File: src/rtl/jtdsp16_sio_deser_if.sv
// Serial-line and word-output bundle between the DSP16 serial port and its deserialiser.
// The master drives the line; the slave (deserialiser) returns captured words and status.
interface jtdsp16_sio_deser_if #(
    parameter int W = 16
);
    logic                cen;
    logic                en;
    logic                sdo;
    logic                ock;
    logic                old;
    logic signed [W-1:0] left;
    logic signed [W-1:0] right;
    logic                sample;
    logic                ch;
    logic                ferr;
    logic                busy;

    modport master (
        output cen, en, sdo, ock, old,
        input  left, right, sample, ch, ferr, busy
    );

    modport slave (
        input  cen, en, sdo, ock, old,
        output left, right, sample, ch, ferr, busy
    );
endinterface

File: src/rtl/jtdsp16_sio_deser.sv
// Deserialises the DSP16 sdo/ock/old stream into alternating left/right words; commits 1 clk after
// the completing ock edge. No backpressure: the line cannot be stalled, so words land as they complete.
module jtdsp16_sio_deser #(
    parameter int MSB_FIRST = 0,
    parameter int W         = 16
) (
    input  logic                   clk,
    input  logic                   rst_n,
    jtdsp16_sio_deser_if.slave     bus
);
    typedef enum logic {S_IDLE, S_SHIFT} state_t;

    localparam int             CW   = $clog2(W + 1);
    localparam logic [CW-1:0]  LAST = CW'(W - 1);

    state_t              r_state, w_state_n;
    logic [CW-1:0]       r_cnt, w_cnt_n;
    logic [W-1:0]        r_sr, w_sr_n, w_shift, w_first;
    logic                r_ock_l;
    logic                w_bev, w_commit, w_ferr;
    logic signed [W-1:0] r_left, r_right;
    logic                r_sample, r_ch, r_ferr;

    assign w_bev = bus.cen & bus.en & bus.ock & ~r_ock_l;

    generate
        if (MSB_FIRST != 0) begin : g_msb
            assign w_shift = {r_sr[W-2:0], bus.sdo};
            assign w_first = {{(W-1){1'b0}}, bus.sdo};
        end else begin : g_lsb
            assign w_shift = {bus.sdo, r_sr[W-1:1]};
            assign w_first = {bus.sdo, {(W-1){1'b0}}};
        end
    endgenerate

    always_comb begin
        w_state_n = r_state;
        w_cnt_n   = r_cnt;
        w_sr_n    = r_sr;
        w_commit  = 1'b0;
        w_ferr    = 1'b0;
        if (bus.cen && !bus.en) begin
            // disabling mid-word drops the partial word silently
            w_state_n = S_IDLE;
            w_cnt_n   = '0;
        end else if (w_bev) begin
            case (r_state)
                S_IDLE: begin
                    if (bus.old) begin
                        w_sr_n    = w_first;
                        w_cnt_n   = CW'(1);
                        w_state_n = S_SHIFT;
                    end
                end
                S_SHIFT: begin
                    // old on the last bit still completes the word
                    if (r_cnt == LAST) begin
                        w_sr_n    = w_shift;
                        w_cnt_n   = '0;
                        w_commit  = 1'b1;
                        w_state_n = S_IDLE;
                    end else if (bus.old) begin
                        w_ferr  = 1'b1;
                        w_sr_n  = w_first;
                        w_cnt_n = CW'(1);
                    end else begin
                        w_sr_n  = w_shift;
                        w_cnt_n = r_cnt + 1'b1;
                    end
                end
                default: w_state_n = S_IDLE;
            endcase
        end
    end

    always_ff @(posedge clk or negedge rst_n) begin
        if (!rst_n) begin
            r_state <= S_IDLE;
        end else begin
            r_state <= w_state_n;
        end
    end

    always_ff @(posedge clk or negedge rst_n) begin
        if (!rst_n) begin
            r_cnt    <= '0;
            r_sr     <= '0;
            r_ock_l  <= 1'b0;
            r_left   <= '0;
            r_right  <= '0;
            r_sample <= 1'b0;
            r_ch     <= 1'b0;
            r_ferr   <= 1'b0;
        end else begin
            r_cnt    <= w_cnt_n;
            r_sr     <= w_sr_n;
            r_sample <= 1'b0;
            r_ferr   <= w_ferr;
            if (bus.cen) r_ock_l <= bus.ock;
            if (w_commit) begin
                if (!r_ch) begin
                    r_left <= w_sr_n;
                    r_ch   <= 1'b1;
                end else begin
                    r_right  <= w_sr_n;
                    r_ch     <= 1'b0;
                    r_sample <= 1'b1;
                end
            end
        end
    end

    assign bus.left   = r_left;
    assign bus.right  = r_right;
    assign bus.sample = r_sample;
    assign bus.ch     = r_ch;
    assign bus.ferr   = r_ferr;
    assign bus.busy   = (r_state == S_SHIFT);
endmodule

File: src/flat_wrapper.sv
// flat-port wrapper written by rule: the top's interface ports become plain ports
module jtdsp16_sio_deser_flat 
#(
    parameter int MSB_FIRST = 0,
    parameter int W         = 16
)
  (clk, rst_n, bus_cen, bus_en, bus_sdo, bus_ock, bus_old, bus_left, bus_right, bus_sample, bus_ch, bus_ferr, bus_busy);
  jtdsp16_sio_deser_if #(.W(W)) bus_i ();
  input  logic clk;
  input  logic rst_n;
  input wire logic [$bits(bus_i.cen)-1:0] bus_cen;
  input wire logic [$bits(bus_i.en)-1:0] bus_en;
  input wire logic [$bits(bus_i.sdo)-1:0] bus_sdo;
  input wire logic [$bits(bus_i.ock)-1:0] bus_ock;
  input wire logic [$bits(bus_i.old)-1:0] bus_old;
  output wire logic [$bits(bus_i.left)-1:0] bus_left;
  output wire logic [$bits(bus_i.right)-1:0] bus_right;
  output wire logic [$bits(bus_i.sample)-1:0] bus_sample;
  output wire logic [$bits(bus_i.ch)-1:0] bus_ch;
  output wire logic [$bits(bus_i.ferr)-1:0] bus_ferr;
  output wire logic [$bits(bus_i.busy)-1:0] bus_busy;
  assign bus_i.cen = bus_cen;
  assign bus_i.en = bus_en;
  assign bus_i.sdo = bus_sdo;
  assign bus_i.ock = bus_ock;
  assign bus_i.old = bus_old;
  assign bus_left = bus_i.left;
  assign bus_right = bus_i.right;
  assign bus_sample = bus_i.sample;
  assign bus_ch = bus_i.ch;
  assign bus_ferr = bus_i.ferr;
  assign bus_busy = bus_i.busy;
  jtdsp16_sio_deser #(.MSB_FIRST(MSB_FIRST), .W(W)) u_core (.clk(clk), .rst_n(rst_n), .bus(bus_i));
endmodule
File: config.mk
export PLATFORM = sky130hd
export DESIGN_NAME = jtdsp16_sio_deser_flat
export DESIGN_NICKNAME = d
export VERILOG_FILES = /design/src/rtl/jtdsp16_sio_deser_if.sv /design/src/rtl/jtdsp16_sio_deser.sv /design/src/flat_wrapper.sv
export SDC_FILE = /design/constraint.sdc
export NUM_CORES = 1
export LEC_CHECK = 0
export BUFFER_PORTS_ARGS = -buffer_cell sky130_fd_sc_hd__clkbuf_2
export CAP_MARGIN = 15
export CORE_MARGIN = 8
export CORE_UTILIZATION = 38
export CTS_BUF_LIST = sky130_fd_sc_hd__clkbuf_2
export DETAILED_ROUTE_END_ITERATION = 7
export GPL_ROUTABILITY_DRIVEN = 0
export GPL_TIMING_DRIVEN = 0
export PLACE_DENSITY_LB_ADDON = 0.25
export SYNTH_ARGS = -nofsm -noshare
export SYNTH_HDL_FRONTEND = slang
export SYNTH_SLANG_ARGS = --single-unit
File: constraint.sdc
create_clock -name clk -period 2.3 [get_ports clk]
set_input_delay 0.46 -clock clk [delete_from_list [all_inputs] [get_ports clk]]
set_output_delay 0.46 -clock clk [all_outputs]
set_load 0.05 [all_outputs]
==> flow_metrics.py <==
metrics = {
    "grt": {
        "grt_pass1_vias": 1812,
        "grtUsageTotal_pct": 13.05,
        "grt_overflow": 0,
        "grt_max_degree": 58,
        "antenna_found_initial": 0,
        "grt_pass1_wl_microns": 8832,
    },
    "worst_setup_path": {
        "r2r_end": "u_core.bus.right[5]$_DFFE_PN0P_",
        "critPathMaxStageDelay_ns": 0.44,
        "critPathArrivalTime_ns": 2.44,
        "r2r_slack_ns": 0.24,
        "crit_fanout": 10,
        "worstSetupStartpointType": "register",
        "end_kind": "register",
        "crit_type": "register to register",
        "rr_worst_depth": 7,
        "crit_chain": "ha_1 > and3_1 > ha_1 > nand4_1 > clkbuf_1 > nand2_1 > o21ai_0",
        "slowest_stage": "dfrtp_1",
        "cpMostUsedCell": "ha_1",
        "crit_required_ns": 2.67,
        "regToRegStartpoint": "u_core.r_cnt[0]$_DFFE_PN0P_",
    },
    "power": {
        "p_int_mw": 1.154,
        "powerDensity_nw_per_um2": 583.6,
        "power_frac_comb_pct": 4.6,
        "p_leak_nw": 1.402,
        "seq_power_share_pct": 65.4,
        "p_sw_share_pct": 26.26,
        "total_power_mw": 1.565,
        "power.share.clock_pct": 30.0,
        "p_sw_mw": 0.4111,
        "vdd_drop_max_uv": 251.9,
    },
    "timing": {
        "fmaxAchievable_mhz": 484.6,
        "fin_tns_setup_ns": 0,
        "worst_pin_slew_ns": 0.7958,
        "final-hold-violation-count": 0,
        "finalSetupViolCount": 0,
        "fin_crit_ns": 2.064,
        "min_period_over_period_pct": 89.73,
        "rsz0062_at_grt": "no",
        "slew_headroom_pct": 46.95,
        "drv_slew": 0,
        "finalClockSkew_ns": 0.009399,
    },
    "layout": {
        "multi_input_area_sq_um": 790.8,
        "syn_to_final_growth_pct": 16.33,
        "final_net_count": 277,
        "postLayoutCoreUtil_pct": 45.58,
        "nFillCells": 580,
        "final-seq-area_sq_um": 1426,
        "stdcell_area_sq_um": 2683,
        "diodes": 0,
        "drive_gt1_share_pct": 31.11,
    },
    "drt": {
        "drt_wl_total_microns": 5148,
        "drcViolationCount": 0,
        "firstDrtPassIters": 4,
        "wire_per_inst_microns": 14.92,
        "num_vias": 1684,
        "vias_per_cell": 4.881,
        "drt.antenna.violating_nets": 0,
        "drt_iter0_drc": 40,
    },
    "clocking": {
        "cts_buffer_depth": 2,
        "cts_inserted_buffers": 9,
        "htree_levels": 3,
        "cts_setup_buffers": 0,
        "root_buffer": "clkbuf_2",
        "clk_pin_slew_ns": 0.15,
        "numClockSinks": 57,
        "hold_buffers": 0,
        "ctsResizeCount": 0,
        "cts_tree": "built",
        "insertion_delay_ns": 0.45,
    },
    "logic_synthesis": {
        "synth_area_sq_um": 2306,
        "async_flop_share_pct": 100.0,
        "netlist_top_cells_area": "dfrtp_1 62%, nand2_1 13%, o21ai_2 6.1%",
        "synthMostInstantiatedCell": "nand2_1",
        "yosys_warnings": 0,
        "synth_common_cells": "77 x nand2_1, 57 x dfrtp_1, 16 x o21ai_2",
        "ys.flop_type": "dfrtp_1",
        "synth_area_per_cell_sq_um": 10.78,
        "synth_top_area_share_pct": 61.86,
        "syn_nets": 224,
        "seq_area_frac_synth_pct": 61.86,
        "synthCells": 214,
        "synth-edff-count": 0,
        "ys_ff_latch": 57,
        "yosysTopAreaCell": "dfrtp_1",
        "ys_types": 30,
    },
    "place": {
        "numPortBuffers": 42,
        "place_hpwl_microns": 3539,
        "place_area_sq_um": 2613,
    },
    "job": {
        "drv_cap": 0,
    },
    "die": {
        "rows": 28,
        "start_util_pct": 39.18,
        "coreArea_sq_um": 5886,
        "io_pins": 43,
        "fp.dieW_microns": 93.90,
        "die_height_microns": 93.90,
        "die-area_sq_um": 8817,
    },
    "outcome": {
        "status": "finished clean",
    },
    "min_path": {
        "worst_hold_path_type": "input port to asynchronous set/reset pin",
    },
}
## worst max-delay path, delay by kind of cell (launching register included)
family	cells	cell delay, ns
and+or+nand+nor	3	0.56
adders and majority gates	2	0.47
DFF	1	0.44
buffers and inverters	1	0.44
AOI/OAI and AO/OA	1	0.08
## flip-flops by register name, indices dropped and copies added, names as in the netlist
signal	flops
u_core.bus.sample	1
u_core.r_sr	15
u_core.bus.busy	1
u_core.bus.ferr	1
u_core.bus.ch	1
u_core.bus.left	16
u_core.bus.right	16
u_core.r_cnt	5
u_core.r_ock_l	1
## area by class of cell
| cell class | instances | area share (%) |
|---|---|---|
| flip-flops and latches | 57 | 53.17 |
| multi-input cells | 143 | 29.48 |
| repair buffers | 42 | 7.929 |
| well taps | 75 | 3.498 |
| plain buffers | 9 | 2.612 |
| clock buffers | 9 | 1.679 |
| clock inverters | 5 | 0.9328 |
| inverters | 5 | 0.6996 |
## cell usage in the layout (no fill, tap or decap), drive strengths merged
| master | Yosys | final |
|---|---|---|
| a221oi | 1 | 1 |
| a22oi | 1 | 1 |
| a31o | 1 | 1 |
| and3 | 2 | 2 |
| and4b | 1 | 1 |
| buf | 7 | 7 |
| clkbuf | 2 | 53 |
| clkinv | 0 | 4 |
| clkinvlp | 0 | 1 |
| dfrtp | 57 | 57 |
| ha | 3 | 3 |
| inv | 5 | 5 |
| mux2 | 1 | 1 |
| nand2 | 80 | 80 |
| nand3 | 1 | 1 |
| nand4 | 1 | 1 |
| nand4b | 1 | 1 |
| nor2 | 3 | 3 |
| nor2b | 1 | 1 |
| nor3 | 1 | 1 |
| nor3b | 1 | 1 |
| o21ai | 35 | 35 |
| o2bb2ai | 5 | 5 |
| or3 | 1 | 1 |
| or4 | 1 | 1 |
| xnor2 | 1 | 1 |
| xor2 | 1 | 1 |
## through the flow
stage,std cells,hold WS (ns),setup WS [ns]
final,345,0.1070,0.2363
after floorplan,214,0.1644,0.4846
after detailed placement,331,0.4634,0.2158
after global placement,331,0.4592,0.2698
after CTS,345,0.08404,0.1973
after global routing,345,0.1151,0.03575
## cells by family (layout without fill, tap and decap cells)
group,Yosys count,after routing,synth area share (%)
simple gates,94,94,18.23
buf+inv,14,70,3.853
compound gates,43,43,13.18
xor+xnor,2,2,0.7598
flops,57,57,61.86
fa+ha+maj,3,3,1.628
mux,1,1,0.4883
## worst max-delay path by stage
stage	slack, ns	end	start
after floorplan	0.48	u_core.bus.left[14]$_DFFE_PN0P_	u_core.r_cnt[0]$_DFFE_PN0P_
after global placement	0.27	u_core.bus.right[3]$_DFFE_PN0P_	u_core.r_cnt[0]$_DFFE_PN0P_
after detailed placement	0.22	u_core.bus.right[5]$_DFFE_PN0P_	u_core.r_cnt[0]$_DFFE_PN0P_
after CTS	0.20	u_core.bus.right[5]$_DFFE_PN0P_	u_core.r_cnt[0]$_DFFE_PN0P_
after global routing	0.04	u_core.bus.right[0]$_DFFE_PN0P_	u_core.r_cnt[0]$_DFFE_PN0P_
final	0.24	u_core.bus.right[5]$_DFFE_PN0P_	u_core.r_cnt[0]$_DFFE_PN0P_
## layer usage
| metal | share of wire (%) | wire (microns) | GRT usage, % | up-vias |
|---|---|---|---|---|
| met3 | 6.3 | 323 | 3.997 | 11 |
| met4 | 2.0 | 105 | 7.530 | 0 |
| met1 | 48 | 2466 | 16.18 | 815 |
| met5 | 0 | 0 | 0 | - |
| li1 | - | - | - | 821 |
| met2 | 44 | 2253 | 19.66 | 37 |
## power by group through the flow
stage	Combinational, mW	Sequential (mW)	Clock [mW]
global route	0.0819	1.03	0.534
finish	0.0726	1.02	0.469
floorplan	0.0278	1.05	0
global placement	0.0734	1.04	0
detailed placement	0.0741	1.04	0
CTS	0.0744	1.02	0.486
Note: power is estimated with default switching activity, not from simulation.
